File: config.mk
export PLATFORM = sky130hd
export DESIGN_NAME = dmem_bist
export DESIGN_NICKNAME = d
export VERILOG_FILES = /design/src/rtl/dmem_bist.sv
export SDC_FILE = /design/constraint.sdc
export NUM_CORES = 1
export LEC_CHECK = 0
export ABC_AREA = 1
export CAP_MARGIN = 20
export CORE_ASPECT_RATIO = 0.5
export CORE_MARGIN = 2
export CORE_UTILIZATION = 38
export DETAILED_ROUTE_END_ITERATION = 8
export GPL_TIMING_DRIVEN = 0
export PLACE_DENSITY = 0.56
export REMOVE_ABC_BUFFERS = 1
export SKIP_LAST_GASP = 1
export SLEW_MARGIN = 20
export SYNTH_ARGS = -nofsm -noshare
export SYNTH_HDL_FRONTEND = slang
export SYNTH_SLANG_ARGS = --single-unit
File: constraint.sdc
create_clock -name clock -period 3.2 [get_ports clock]
set_input_delay 0.96 -clock clock [delete_from_list [all_inputs] [get_ports clock]]
set_output_delay 0.96 -clock clock [all_outputs]
set_load 0.01 [all_outputs]
File: src/rtl/dmem_bist.sv
// dmem_bist: memory self-test; writes P(a)=a*MULT, reads it back and compares, then repeats with ~P(a), and reports.
// Latency: first write appears the cycle after start; a run lasts 4*N + 2*READ_LAT cycles; each compare lands READ_LAT cycles after its read.
// Backpressure: none; issues one access per cycle and assumes dmem is always ready; start is ignored while busy.
module dmem_bist #(
    parameter int ADDR_W    = 12,
    parameter int DATA_W    = 32,
    parameter int ADDR_STEP = 2,
    parameter int ADDR_LAST = 4000,
    parameter int MULT      = 28937,
    parameter int READ_LAT  = 1
) (
    input  logic              clock,
    input  logic              ctrl_reset,
    input  logic              start,
    output logic              busy,
    output logic              done,
    output logic              pass,
    output logic [15:0]       err_count,
    output logic [ADDR_W-1:0] first_err_addr,
    output logic [DATA_W-1:0] first_err_data,
    output logic [ADDR_W-1:0] mem_address,
    output logic [DATA_W-1:0] mem_data,
    output logic              mem_wren,
    input  logic [DATA_W-1:0] mem_q
);

    typedef enum logic [2:0] {
        S_IDLE, S_W0, S_R0, S_D0, S_W1, S_R1, S_D1, S_DONE
    } state_t;

    localparam logic [ADDR_W-1:0] LAST_A   = ADDR_W'(ADDR_LAST);
    localparam logic [ADDR_W-1:0] STEP_A   = ADDR_W'(ADDR_STEP);
    // P(a+STEP) = P(a) + STEP*MULT (mod 2^DATA_W), so the pattern is accumulated instead of multiplied.
    localparam logic [DATA_W-1:0] PAT_STEP = DATA_W'(ADDR_STEP) * DATA_W'(MULT);
    localparam int                DRN_W    = (READ_LAT > 1) ? $clog2(READ_LAT) : 1;
    localparam logic [DRN_W-1:0]  DRN_LAST = DRN_W'(READ_LAT - 1);

    state_t              state, state_nxt;
    logic [ADDR_W-1:0]   addr_nxt, addr_inc;
    logic [DATA_W-1:0]   pat_reg, pat_nxt;
    logic [DATA_W-1:0]   data_nxt, issue_exp;
    logic [DRN_W-1:0]    drain_cnt, drain_nxt;
    logic                wren_nxt, inv_nxt, issue, clear, at_last;
    logic                busy_nxt, done_nxt, pass_nxt, cmp_hit;
    logic [15:0]         err_nxt;
    logic [ADDR_W-1:0]   faddr_nxt;
    logic [DATA_W-1:0]   fdata_nxt;

    // Read-compare pipeline: one slot per cycle of memory latency.
    logic                pipe_vld  [READ_LAT];
    logic [ADDR_W-1:0]   pipe_addr [READ_LAT];
    logic [DATA_W-1:0]   pipe_exp  [READ_LAT];

    assign addr_inc  = mem_address + STEP_A;
    assign at_last   = (mem_address == LAST_A);
    assign issue_exp = (state == S_R1) ? ~pat_reg : pat_reg;

    // State register plus the registered memory-port and status outputs.
    always_ff @(posedge clock) begin
        if (ctrl_reset) begin
            state          <= S_IDLE;
            pat_reg        <= '0;
            drain_cnt      <= '0;
            mem_address    <= '0;
            mem_data       <= '0;
            mem_wren       <= 1'b0;
            busy           <= 1'b0;
            done           <= 1'b0;
            pass           <= 1'b0;
            err_count      <= '0;
            first_err_addr <= '0;
            first_err_data <= '0;
        end else begin
            state          <= state_nxt;
            pat_reg        <= pat_nxt;
            drain_cnt      <= drain_nxt;
            mem_address    <= addr_nxt;
            mem_data       <= data_nxt;
            mem_wren       <= wren_nxt;
            busy           <= busy_nxt;
            done           <= done_nxt;
            pass           <= pass_nxt;
            err_count      <= err_nxt;
            first_err_addr <= faddr_nxt;
            first_err_data <= fdata_nxt;
        end
    end

    // Next state and next access; mem_* show the access of the state being entered.
    always_comb begin
        state_nxt = state;
        addr_nxt  = mem_address;
        pat_nxt   = pat_reg;
        wren_nxt  = 1'b0;
        inv_nxt   = 1'b0;
        drain_nxt = '0;
        issue     = 1'b0;
        clear     = 1'b0;
        case (state)
            S_IDLE, S_DONE: begin
                if (start) begin
                    state_nxt = S_W0;
                    addr_nxt  = '0;
                    pat_nxt   = '0;
                    wren_nxt  = 1'b1;
                    clear     = 1'b1;
                end
            end
            S_W0, S_W1: begin
                if (at_last) begin
                    state_nxt = (state == S_W0) ? S_R0 : S_R1;
                    addr_nxt  = '0;
                    pat_nxt   = '0;
                end else begin
                    addr_nxt  = addr_inc;
                    pat_nxt   = pat_reg + PAT_STEP;
                    wren_nxt  = 1'b1;
                    inv_nxt   = (state == S_W1);
                end
            end
            S_R0, S_R1: begin
                issue = 1'b1;
                if (at_last) begin
                    state_nxt = (state == S_R0) ? S_D0 : S_D1;
                    addr_nxt  = '0;
                    pat_nxt   = '0;
                end else begin
                    addr_nxt  = addr_inc;
                    pat_nxt   = pat_reg + PAT_STEP;
                end
            end
            S_D0, S_D1: begin
                // Address/pattern already sit at 0, ready for the next write pass.
                if (drain_cnt == DRN_LAST) begin
                    if (state == S_D0) begin
                        state_nxt = S_W1;
                        wren_nxt  = 1'b1;
                        inv_nxt   = 1'b1;
                    end else begin
                        state_nxt = S_DONE;
                    end
                end else begin
                    drain_nxt = drain_cnt + DRN_W'(1);
                end
            end
            default: state_nxt = S_IDLE;
        endcase
        data_nxt = wren_nxt ? (inv_nxt ? ~pat_nxt : pat_nxt) : '0;
        busy_nxt = (state_nxt != S_IDLE) && (state_nxt != S_DONE);
        done_nxt = (state_nxt == S_DONE);
    end

    // Carry address and expected value alongside each read until mem_q is valid.
    always_ff @(posedge clock) begin
        if (ctrl_reset) begin
            for (int i = 0; i < READ_LAT; i++) pipe_vld[i] <= 1'b0;
        end else begin
            pipe_vld[0] <= issue;
            for (int i = 1; i < READ_LAT; i++) pipe_vld[i] <= pipe_vld[i-1];
        end
        pipe_addr[0] <= mem_address;
        pipe_exp[0]  <= issue_exp;
        for (int i = 1; i < READ_LAT; i++) begin
            pipe_addr[i] <= pipe_addr[i-1];
            pipe_exp[i]  <= pipe_exp[i-1];
        end
    end

    assign cmp_hit = pipe_vld[READ_LAT-1] && (mem_q != pipe_exp[READ_LAT-1]);

    // Error bookkeeping: saturating count, first failure captured only once per run.
    always_comb begin
        err_nxt   = err_count;
        faddr_nxt = first_err_addr;
        fdata_nxt = first_err_data;
        if (clear) begin
            err_nxt   = '0;
            faddr_nxt = '0;
            fdata_nxt = '0;
        end else if (cmp_hit) begin
            if (err_count != 16'hFFFF) err_nxt = err_count + 16'd1;
            if (err_count == 16'd0) begin
                faddr_nxt = pipe_addr[READ_LAT-1];
                fdata_nxt = mem_q;
            end
        end
        pass_nxt = done_nxt && (err_nxt == 16'd0);
    end

endmodule

==> results_dict.tcl, run 1 <==
set metrics [dict create \
    status "finished, final reports clean" \
    fin_crit_ps 2991 \
    cts_max_level 4 \
    maxSlewViolCount 0 \
    die_h_um 112.0 \
    port_buffers 140 \
    cp.arrival_ps 3350 \
    slowest_delay_ps 530 \
    root_buffer "clkbuf_16" \
    worst_slew_pin_slew_ps 1089 \
    critPathLaunchType "input port" \
    p_total_mw 4.926 \
    cp-end-kind "flop" \
    ys_ff_latch 186 \
    slowest_stage "clkdlybuf4s50_1" \
    rows 39 \
    drtIter0Drc 623 \
    via_per_inst 4.830 \
    gr-total-overflow 0 \
    path_max_fanout 25 \
    drive_above_1_share 0.08427 \
    grt_pass1_vias 7477 \
    cts_setup_buffers 0 \
    antenna_found_initial 0 \
    setup_violations 0 \
    cts_hold_buf 0 \
    remaining_drc_errors 0 \
    ant_nets 0 \
    boundaryPins 143 \
    area_growth_pct 25.67 \
    dpl.hpwl_um 17140 \
    dp_cells 1615 \
    drv_cap 0 \
    vias 7960 \
    wl_per_cell_um 14.83 \
    syn_inst 1209 \
    hp-class "reg -> reg" \
    core_um2 22840 \
    start_util 0.3880 \
    final_common_cell "nand2_1" \
    grt_max_degree 51 \
    post-route-period-util 0.9348 \
    peakVddDrop_v 0.0002757 \
    totalNegativeSetupSlack_ps 0 \
    n_antenna_cell 0 \
    fmax_mhz 334.3 \
    crit_chain "clkdlybuf4s50_1 -> xnor2_1 -> nand2_1 -> nor2_1 -> nand2_1 -> nor2_2 -> nand2_4 -> nand2_8 -> inv_2 -> nand2_8 -> buf_16 -> nor2_1 -> a211oi_1" \
    grt_pass1_wl_um 38850 \
    slew_headroom 0.2742 \
    p_per_area_nw_per_um2 442.4 \
    grt_usage 0.2013 \
    required_ps 3550 \
    post-route-util 0.4876 \
    cts_inserted_buffers 17 \
    final_cells 1648 \
    firstDrtPassIters 7 \
    ys_seq_area_frac 0.4202 \
    cts_buffer_depth 2 \
    rsz0062_at_grt "false" \
    cts_tree "built" \
    clkLatencyLatePin_ps 450 \
    finClkSkew_ps 10.89 \
    final_cell_mix "nand2_1, dfxtp_1, nor2_1, inv_1, clkdlybuf4s50_1" \
    clkTransAtPathRegs_ps 60 \
    ys_warn_count 0 \
    worstSetupPathType "in -> reg" \
    synth.distinct_cells 47 \
    fin_nets 1368 \
    finalHoldViolations 0 \
    synth_area_um2 8861 \
    synth.avg_cell_area_um2 7.329 \
    numClockSinks 186 \
    fp.dieW_um 220.0 \
    finalWeightedCongestion 0.8987 \
    die-area_um2 24630 \
    p_leak_nw 4.271 \
    routed_wl_um 24430 \
]
-- Yosys cell counts, drive strengths merged --
| master | number | area [um2] |
|---|---|---|
| xor2 | 39 | 341.6 |
| dfxtp | 186 | 3724 |
| and2 | 1 | 6.260 |
| buf | 38 | 264.0 |
| xnor2 | 26 | 227.7 |
| a32oi | 2 | 32.53 |
| nor4 | 4 | 25.02 |
| nor3b | 1 | 7.510 |
| nand4 | 16 | 121.4 |
| clkbuf | 9 | 33.78 |
| inv | 172 | 645.6 |
| o21a | 4 | 30.03 |
| nand3 | 91 | 498.0 |
| a22oi | 1 | 12.51 |
| clkinv | 2 | 7.510 |
| ha | 4 | 50.05 |
| nor3 | 21 | 130.1 |
| or2 | 1 | 6.260 |
| nand2 | 259 | 1022 |
| a31oi | 1 | 12.51 |
| nor2 | 172 | 670.6 |
| conb | 1 | 3.750 |
| a21oi | 57 | 300.3 |
| o21ai | 48 | 266.5 |
| a211oi | 48 | 365.3 |
| a41oi | 1 | 8.760 |
| o311ai | 1 | 16.27 |
| o22ai | 3 | 31.28 |
-- cell type report --
class	instances	area, um2
fill	2289	11700
multi-input combinational	805	4252
inverter	174	653.1
timing repair buffer	145	1516
clock buffer	25	495.5
tap	307	384.1
clock inverter	6	111.4
sequential	186	3724
-- cell families (layout without fill, tap and decap cells) --
| family | Yosys count | count (layout) | synth area share |
|---|---|---|---|
| AOI/OAI and AO/OA | 166 | 166 | 0.1214 |
| xor gates and xnor gates | 65 | 65 | 0.06425 |
| adders and majority gates | 4 | 4 | 0.005648 |
| buffers and inverters | 221 | 350 | 0.1073 |
| DFF | 186 | 186 | 0.4202 |
| other | 1 | 3 | 0.0004232 |
| and+or+nand+nor | 566 | 567 | 0.2807 |
-- metrics by stage --
stage	setup slack (ps)	hold WS [ps]	instance area [um2]
2_1_floorplan	303.9	405.0	8571
3_3_place_gp	-2647	401.2	10360
3_5_place_dp	-583.3	406.8	10450
4_1_cts	0.8129	415.2	11070
5_1_grt	27.84	425.8	11140
6_report	208.6	417.6	11140
-- power by group --
part	internal (mW)	switching [mW]	total, mW	leakage (nW)
combinational	0.136	0.231	0.367	2.48
sequential	2.34	0.0224	2.37	1.50
clock	1.31	0.884	2.19	0.294
-- worst paths after layout --
kind         depth (start not counted)                   startpoint  slack, ps                              end
min reg2reg                          0  mem_address[4]$_SDFFE_PP0P_        420          pipe_addr[0][4]$_DFF_P_
max                                 13                     mem_q[9]        210  first_err_data[25]$_SDFFE_PP0P_
max reg2reg                          9  mem_address[4]$_SDFFE_PP0P_        330           mem_data[0]$_SDFF_PP0_
min                                  0  mem_address[4]$_SDFFE_PP0P_        420          pipe_addr[0][4]$_DFF_P_
-- layer usage --
layer,vias up,part of all wire,global-route usage
li1,4091,-,-
met1,3649,0.49,0.2718
met2,188,0.44,0.3115
met3,32,0.048,0.04891
met4,0,0.021,0.07562
met5,-,0,0
-- what timing repair did --
item,CTS,global route
gates resized for setup,1,5
cloned,0,2
pin swaps,0,1
setup endpoints to repair,25,26
-- critical path, delay by kind of cell --
kind	cells	cell delay, ps
xor+xnor	1	130
buf+inv	3	870
compound gates	1	170
simple gates	8	1170
(Power assumes the default switching activity.)
==> inputs of run 2 (changes only) <==
--- a/config.mk
+++ b/config.mk
@@ -15,7 +15,7 @@
 export PLACE_DENSITY = 0.56
 export REMOVE_ABC_BUFFERS = 1
 export SKIP_LAST_GASP = 1
-export SLEW_MARGIN = 20
+export SLEW_MARGIN = 10
 export SYNTH_ARGS = -nofsm -noshare
 export SYNTH_HDL_FRONTEND = slang
 export SYNTH_SLANG_ARGS = --single-unit
==> run 2 against run 1 <==
- the run now ends with max-capacitance violations, max-slew violations left
- sequential share of layout area about the same
- clock skew shrank 3.1 ps
- register-to-register slack got worse by 130 ps
- critical path type is now reg -> reg
- largest power group unchanged
- setup slack worse by 8.1 ps
- global-route usage about the same
- final area hardly changed
==> results_dict.tcl, run 2 (synthesis results as in run 1) <==
set metrics [dict create \
    hp-class "reg -> reg" \
    die_h_um 112.0 \
    gr-total-overflow 0 \
    fin_nets 1368 \
    cts_hold_buf 0 \
    status "complete, but fails checks" \
    post-route-period-util 0.9373 \
    p_leak_nw 4.279 \
    crit_chain "inv_1 -> ha_1 -> nand4_1 -> nor4_1 -> nand2_8 -> clkbuf_16 -> a211oi_1" \
    worst_slew_pin_slew_ps 1562 \
    r2r-end "first_err_data[30]$_SDFFE_PP0P_" \
    root_buffer "clkbuf_16" \
    grt_max_degree 51 \
    rows 39 \
    fin_crit_ps 2999 \
    cp-end-kind "flop" \
    rsz0062_at_grt "false" \
    drtIter0Drc 550 \
    numClockSinks 186 \
    final_common_cell "nand2_1" \
    grt_pass1_vias 7434 \
    cts_tree "built" \
    worstSetupPathType "reg -> reg" \
    cp_num_buf_inv 2 \
    cts_buffer_depth 2 \
    area_growth_pct 25.68 \
    via_per_inst 4.800 \
    remaining_drc_errors 0 \
    antenna_found_initial 0 \
    finalHoldViolations 0 \
    final_area_um2 11140 \
    boundaryPins 143 \
    finClkSkew_ps 7.833 \
    slew_headroom -0.05109 \
    failed_checks "max-capacitance violations, max-slew violations" \
    whs_path_depth 0 \
    ant_nets 0 \
    setup_violations 0 \
    grt_usage 0.2017 \
    die-area_um2 24630 \
    final_cell_mix "nand2_1, dfxtp_1, nor2_1, inv_1, clkdlybuf4s50_1" \
    min_from "mem_address[4]$_SDFFE_PP0P_" \
    peakVddDrop_v 0.0002867 \
    required_ps 3550 \
    wl_per_cell_um 14.82 \
    finalWeightedCongestion 0.8987 \
    n_antenna_cell 0 \
    worst-path-stages 7 \
    routed_wl_um 24420 \
    slowest_delay_ps 1280 \
    totalNegativeSetupSlack_ps 0 \
    path_max_fanout 25 \
    cts_setup_buffers 0 \
    p_per_area_nw_per_um2 443.6 \
    slowest_stage "nor4_1" \
    clkLatencyLatePin_ps 440 \
    drv_cap 1 \
    r2r_setup_slack_ps 200 \
    critPathLaunchType "flop" \
    firstDrtPassIters 5 \
    whs_ps 415.0 \
    regArea_um2 3724 \
    core_um2 22840 \
    multi_input_area_um2 4245 \
    port_buffers 140 \
    maxSlewViolCount 3 \
    fmax_mhz 333.4 \
    cp_top_family "simple AND/OR/NAND/NOR gates" \
    clkTransAtPathRegs_ps 70 \
    dpl.hpwl_um 17120 \
    reg2reg_from "err_count[0]$_SDFF_PP0_" \
    r2r_cells 7 \
    start_util 0.3880 \
    dpl_cell_area_um2 10450 \
    cts_inserted_buffers 17 \
    dp_cells 1615 \
    whs_endpoint "pipe_addr[0][4]$_DFF_P_" \
    n_fill_cell 2265 \
    cp.arrival_ps 3350 \
    final_cells 1648 \
    cts_max_level 4 \
    drive_above_1_share 0.08427 \
    vias 7911 \
    fp.dieW_um 220.0 \
    grt_pass1_wl_um 38780 \
]
-- run 2: changes by cell type in the layout (fill, tap and decap cells not counted) --
cell | before | now
clkbuf_1 | 4 | 3
clkbuf_8 | 4 | 5
clkinv_2 | 1 | 2
clkinv_4 | 1 | 0
clkinvlp_4 | 1 | 0
inv_6 | 0 | 1
nor4_1 | 3 | 4
nor4_2 | 1 | 0
-- run 2: layout make-up --
type                       instances  share of cell area
clock buffer                      25             0.04539
clock inverter                     6            0.009774
inverter                         174             0.05865
multi-input combinational        805              0.3812
sequential                       186              0.3343
tap                              307             0.03449
timing repair buffer             145              0.1362
-- run 2: worst max path at each step --
stage,end,from
2_1_floorplan,first_err_addr[10]$_SDFFE_PP0P_,mem_q[2]
3_3_place_gp,first_err_data[0]$_SDFFE_PP0P_,ctrl_reset
3_5_place_dp,first_err_data[30]$_SDFFE_PP0P_,mem_q[9]
4_1_cts,first_err_data[30]$_SDFFE_PP0P_,mem_q[9]
5_1_grt,first_err_data[25]$_SDFFE_PP0P_,mem_q[8]
6_report,first_err_data[30]$_SDFFE_PP0P_,err_count[0]$_SDFF_PP0_
-- run 2: per-layer routing --
metal | track usage | vias to the layer above | wire length, um
li1 | - | 4092 | -
met2 | 0.3122 | 151 | 11040
met3 | 0.04344 | 26 | 998
met4 | 0.06443 | 0 | 355
met5 | 0 | - | 0
met1 | 0.2797 | 3642 | 12030
-- run 2: report_power, final --
part           internal [mW]  leakage [nW]  total (mW)  switching (mW)
Clock                   1.33         0.304        2.21           0.878
Combinational          0.136          2.47       0.367           0.231
Sequential              2.34          1.50        2.37          0.0227
-- run 2: worst reg2reg max path, cell delays in order, from the launching register on --
cell and delay (ps):
dfxtp_1 380, inv_1 110, ha_1 190, nand4_1 110, nor4_1 1280, nand2_8 280
clkbuf_16 330, a211oi_1 230
-- run 2: stage by stage --
stage                     power (mW)    util  worst slack (ps)
final                          4.941  0.4877             200.5
after global routing           5.130  0.4877             18.05
after CTS                      4.994  0.4854             39.14
after detailed placement       2.785  0.4578            -579.7
after global placement         2.765  0.4535             -2647
after floorplan                2.610       -             303.9
-- run 2: repair_timing --
| action | in CTS | in global routing |
|---|---|---|
| gates resized for setup | 2 | 3 |
| pin swaps | 0 | 1 |
| setup endpoints to repair | 25 | 26 |
| endpoints found under the hold margin | 0 | 0 |
| gates cloned | 0 | 2 |
==> inputs of run 3 (changes only) <==
--- a/config.mk
+++ b/config.mk
@@ -9,10 +9,11 @@
 export CAP_MARGIN = 20
 export CORE_ASPECT_RATIO = 0.5
 export CORE_MARGIN = 2
-export CORE_UTILIZATION = 38
+export CORE_UTILIZATION = 37
 export DETAILED_ROUTE_END_ITERATION = 8
 export GPL_TIMING_DRIVEN = 0
-export PLACE_DENSITY = 0.56
+export MAX_ROUTING_LAYER = met4
+export PLACE_DENSITY = 0.55
 export REMOVE_ABC_BUFFERS = 1
 export SKIP_LAST_GASP = 1
 export SLEW_MARGIN = 10
==> run 3 against run 2 <==
- the run still ends with max-capacitance violations, max-slew violations left
- die area is 2.6% higher
- setup slack worse by 48 ps
- non-clock buffer count is 1 lower
- clock skew is 1.7 ps higher
- sequential share of layout area hardly changed
- cell count stayed put
- sequential power hardly changed
- total power is 3.4% higher
==> results_dict.tcl, run 3 (synthesis results as in run 1) <==
set metrics [dict create \
    wl_met2_um 11170 \
    ant_nets 0 \
    slew_headroom -0.09352 \
    core_um2 23180 \
    peakVddDrop_v 0.0002671 \
    required_ps 3570 \
    boundaryPins 143 \
    dpl.hpwl_um 17510 \
    fp.dieW_um 222.9 \
    r2r-end "first_err_data[14]$_SDFFE_PP0P_" \
    worst_slew_pin_slew_ps 1625 \
    root_buffer "clkbuf_16" \
    via_per_inst 4.797 \
    finalHoldViolations 0 \
    cts_buffer_depth 2 \
    routed.top_layer "met4" \
    n_antenna_cell 0 \
    drive_above_1_share 0.08576 \
    rows 39 \
    final_cell_mix "nand2_1, dfxtp_1, nor2_1, inv_1, clkdlybuf4s50_1" \
    antenna_found_initial 0 \
    vias 7906 \
    whs_path_depth 0 \
    power.switching_mw 1.211 \
    maxSlewViolCount 3 \
    r2r_setup_slack_ps 200 \
    fin_crit_ps 3047 \
    grt_pass1_vias 7255 \
    seq_power_share 0.463 \
    p_leak_nw 4.273 \
    hp-class "reg -> reg" \
    swShare 0.2371 \
    fmax_mhz 328.2 \
    critPathLaunchType "input port" \
    wl_per_cell_um 14.99 \
    p_total_mw 5.107 \
    die_h_um 113.4 \
    grt_pass1_wl_um 38870 \
    finalWeightedCongestion 0.9018 \
    die-area_um2 25280 \
    finClkSkew_ps 9.504 \
    area_growth_pct 25.80 \
    cp.arrival_ps 3420 \
    status "complete, but fails checks" \
    pwr-share-clk 0.464 \
    remaining_drc_errors 0 \
    rsz0062_at_grt "false" \
    cts_setup_buffers 0 \
    port_buffers 140 \
    firstDrtPassIters 5 \
    drtIter0Drc 545 \
    pwr-share-comb 0.072 \
    whs_endpoint "pipe_addr[0][8]$_DFF_P_" \
    internal-power_mw 3.896 \
    clkTransAtPathRegs_ps 70 \
    reg2reg_from "err_count[1]$_SDFF_PP0_" \
    grt_max_degree 49 \
    min_from "mem_address[8]$_SDFFE_PP0P_" \
    cts_tree "built" \
    numClockSinks 186 \
    start_util 0.3823 \
    path_max_fanout 21 \
    gr-total-overflow 0 \
    final_cells 1648 \
    post-route-period-util 0.9523 \
    dp_cells 1615 \
    wl_met1_um 12220 \
    cts_inserted_buffers 17 \
    drv_cap 1 \
    final_common_cell "nand2_1" \
    cp-end-kind "flop" \
    grt_usage 0.2018 \
    r2r_cells 7 \
    failed_checks "max-capacitance violations, max-slew violations" \
    setup_violations 0 \
    fin_nets 1367 \
    worstSetupPathType "in -> reg" \
    wl_met3_um 1095 \
    cts_hold_buf 0 \
    p_per_area_nw_per_um2 458.1 \
    routed_wl_um 24710 \
    clkLatencyLatePin_ps 450 \
    cts_max_level 4 \
]
-- run 3: routing by layer --
metal,up-vias,track usage
li1,4082,-
met1,3637,0.2686
met2,172,0.3156
met3,15,0.03941
met4,0,0.05280
met5,-,-
-- run 3: what timing repair did --
action                                 in CTS  in global routing
endpoints found under the hold margin       0                  0
resized for setup                           1                  3
setup endpoints to repair                  22                 23
gates cloned                                0                  1
-- run 3: cell type report --
type | instances | area, um2
fillers | 2301 | 12030
clock buffers | 19 | 442.9
flip-flops and latches | 186 | 3724
multi-input cells | 805 | 4245
clock inverters | 13 | 214.0
repair buffers | 144 | 1484
well taps | 307 | 384.1
inverters | 174 | 653.1
-- run 3: worst max-delay path, cell delays in order --
cell and delay, ps:
clkdlybuf4s50_1 530, inv_1 110, a21oi_4 640, inv_2 430, o311ai_2 490, o21ai_1 100, a21oi_1 140
-- run 3: how the worst max path moves through the flow --
stage          cells after the start                              end       start  slack [ps]
3_5_place_dp                      13  first_err_data[23]$_SDFFE_PP0P_    mem_q[8]        -550
3_3_place_gp                       4          err_count[7]$_SDFF_PP0_  ctrl_reset       -2670
4_1_cts                           13   first_err_data[9]$_SDFFE_PP0P_    mem_q[8]          60
6_report                           7          mem_data[13]$_SDFF_PP0_       start         150
5_1_grt                           13   first_err_data[9]$_SDFFE_PP0P_    mem_q[7]          30
2_1_floorplan                     11  first_err_addr[10]$_SDFFE_PP0P_    mem_q[2]         300
-- run 3: metrics by stage --
stage          TNS (ps)  area [um2]  setup WS [ps]  hold WS [ps]    util
2_1_floorplan         0        8571          303.9         405.0       -
3_3_place_gp    -227060       10360          -2667         396.5  0.4468
3_5_place_dp     -18790       10450         -548.7         396.3  0.4510
4_1_cts               0       11120          62.28         405.8  0.4797
5_1_grt               0       11150          27.16         413.8  0.4809
6_report              0       11150          152.7         405.6  0.4809
-- run 3: power by group through the flow --
stage	clock (mW)	combinational [mW]	sequential, mW
2_1_floorplan	0	0.192	2.42
3_3_place_gp	0	0.351	2.42
5_1_grt	2.53	0.407	2.37
4_1_cts	2.43	0.372	2.36
6_report	2.37	0.370	2.37
3_5_place_dp	0	0.371	2.42
==> variant (settings of run 1) <==
Set the parameter `READ_LAT` to 2 (it was 1).
--- a/src/rtl/dmem_bist.sv
+++ b/src/rtl/dmem_bist.sv
@@ -9,3 +9,3 @@
     parameter int MULT      = 28937,
-    parameter int READ_LAT  = 1
+    parameter int READ_LAT  = 2
 ) (
Check against the original RTL: no difference found for any inputs over 10 cycles, from zero or initial values and one cycle with ctrl_reset high; that may be too few to reach the edited logic, so the function may still have changed.
==> variant against run 1 <==
- worst setup slack better by 0.053 ns
- synthesized area is 8.4% higher
- sequential cell count is 44 higher
- routed wire length is 2.0% lower
- design area is 8.3% higher
- register-to-register slack better by 0.33 ns
- fmax is 1.8% higher
- total power is 22% higher
- die area is 8.2% higher
- highest routed layer unchanged
==> variant: results (changes against run 1) <==
outcome=finished clean (unchanged); mean number of vias per cell=4.648 (was 4.830); wire per inst=13.92 µm (was 14.83 µm); Hold Path Origin=pipe_exp[0][27] (was mem_address[4]); Final #Nets=1400 (was 1368); dpl cells=1681 (was 1615); FILL cells=2510 (was 2289); Static Leak=4.651 nW (was 4.271 nW); gp weighted congestion=0.8766 (was 0.8987); routed vias=7995 (was 7960); share of layout cells above drive strength 1=0.08212 (was 0.08427); reg2reg start=err_count[0] (was mem_address[4]); maximum VDD drop=0.2585 mV (was 0.2757 mV); maximum buffer depth of the clock tree=3 (was 2); clk_skew=0.008915 ns (was 0.01089 ns); Seq/Total Area, Yosys=0.4792 (was 0.4202); CP arrival=3.36 ns (was 3.35 ns); slew margin rel.=0.4529 (was 0.2742); dominant cells by area after synthesis=dfxtp_1 (48%), nand2_1 (9.4%), inv_1 (6.5%), nor2_1 (6.0%), nand3_1 (4.0%) (was dfxtp_1 (42%), nand2_1 (10%), nor2_1 (6.9%), inv_1 (6.4%), nand3_1 (4.7%)); initial DRC count=505 (was 623); largest net degree at the start of global routing=63 (was 51); cells after synthesis=1236 (was 1209); largest stage delay on the critical path=0.57 ns (was 0.53 ns); commonest cells in the netlist=nand2_1 (240), dfxtp_1 (230), inv_1 (167) (was nand2_1 (245), dfxtp_1 (186), nor2_1 (164)); First-pass DRT Iterations=5 (was 7)
## variant: cell count changes in the layout (fill, tap and decap cells not counted), moves of 7 or more
cell,before,now
dfxtp_1,186,230
inv_1,152,166
nand2_1,244,237
nand3_1,84,76
nor2_1,163,152
o21ai_1,19,26
## variant: repair_timing
action / CTS / global route
setup endpoints to repair: 31 / 31
hold buffers: 0 / 0
gates resized for setup: 2 / 3
endpoints found under the hold margin: 0 / 0
## variant: routing by layer
| layer | vias up | wire length (µm) | GRT usage |
|---|---|---|---|
| met3 | 26 | 997 | 0.03027 |
| li1 | 4149 | - | - |
| met2 | 135 | 10510 | 0.2924 |
| met4 | 0 | 321 | 0.03593 |
| met1 | 3685 | 12120 | 0.2491 |
| met5 | - | 0 | 0 |
## variant: cells by family after synthesis
logic type               count (synthesis)  synth area share
other                                    1         0.0003903
XOR/XNOR                                65           0.05925
AND/OR/NAND/NOR                        534            0.2438
buffers and inverters                  233            0.1018
AO/OA/AOI/OAI                          169            0.1103
adder cells (fa/ha/maj)                  4          0.005209
flip-flops                             230            0.4792
## variant: final cells by class
class | instances | area share
Clock buffer | 31 | 0.05272
Sequential cell | 230 | 0.3819
Timing Repair Buffer | 145 | 0.1266
Clock inverter | 8 | 0.006123
Multi-Input combinational cell | 774 | 0.3382
Tap cell | 344 | 0.03570
Inverter | 188 | 0.05874
## variant: through the flow
stage | utilization | setup TNS, ns | cell area [µm²] | setup WS (ns)
2_1_floorplan | - | -13.19 | 9341 | -0.3066
3_3_place_gp | 0.4463 | -168.35 | 11170 | -2.221
3_5_place_dp | 0.4520 | -20.60 | 11310 | -0.6038
4_1_cts | 0.4808 | 0 | 12040 | 0.009918
5_1_grt | 0.4816 | 0 | 12060 | 0.05619
6_report | 0.4816 | 0 | 12060 | 0.2618
## variant: worst paths after layout
kind / endpoint / slack [ns] / depth (start not counted)
setup reg to reg: pass / 0.66 / 14
hold reg to reg: pipe_exp[0][59] / 0.32 / 0
hold / removal: pipe_exp[0][59] / 0.32 / 0
setup / recovery: first_err_data[13] / 0.26 / 13
## variant: power by group through the flow
stage               Clock (mW)  Combinational (mW)  Sequential (mW)
floorplan                    0               0.265             3.02
global placement             0               0.454             3.02
detailed placement           0               0.469             3.02
CTS                       2.65               0.472             2.95
global route              2.75               0.520             2.96
finish                    2.57               0.467             2.95
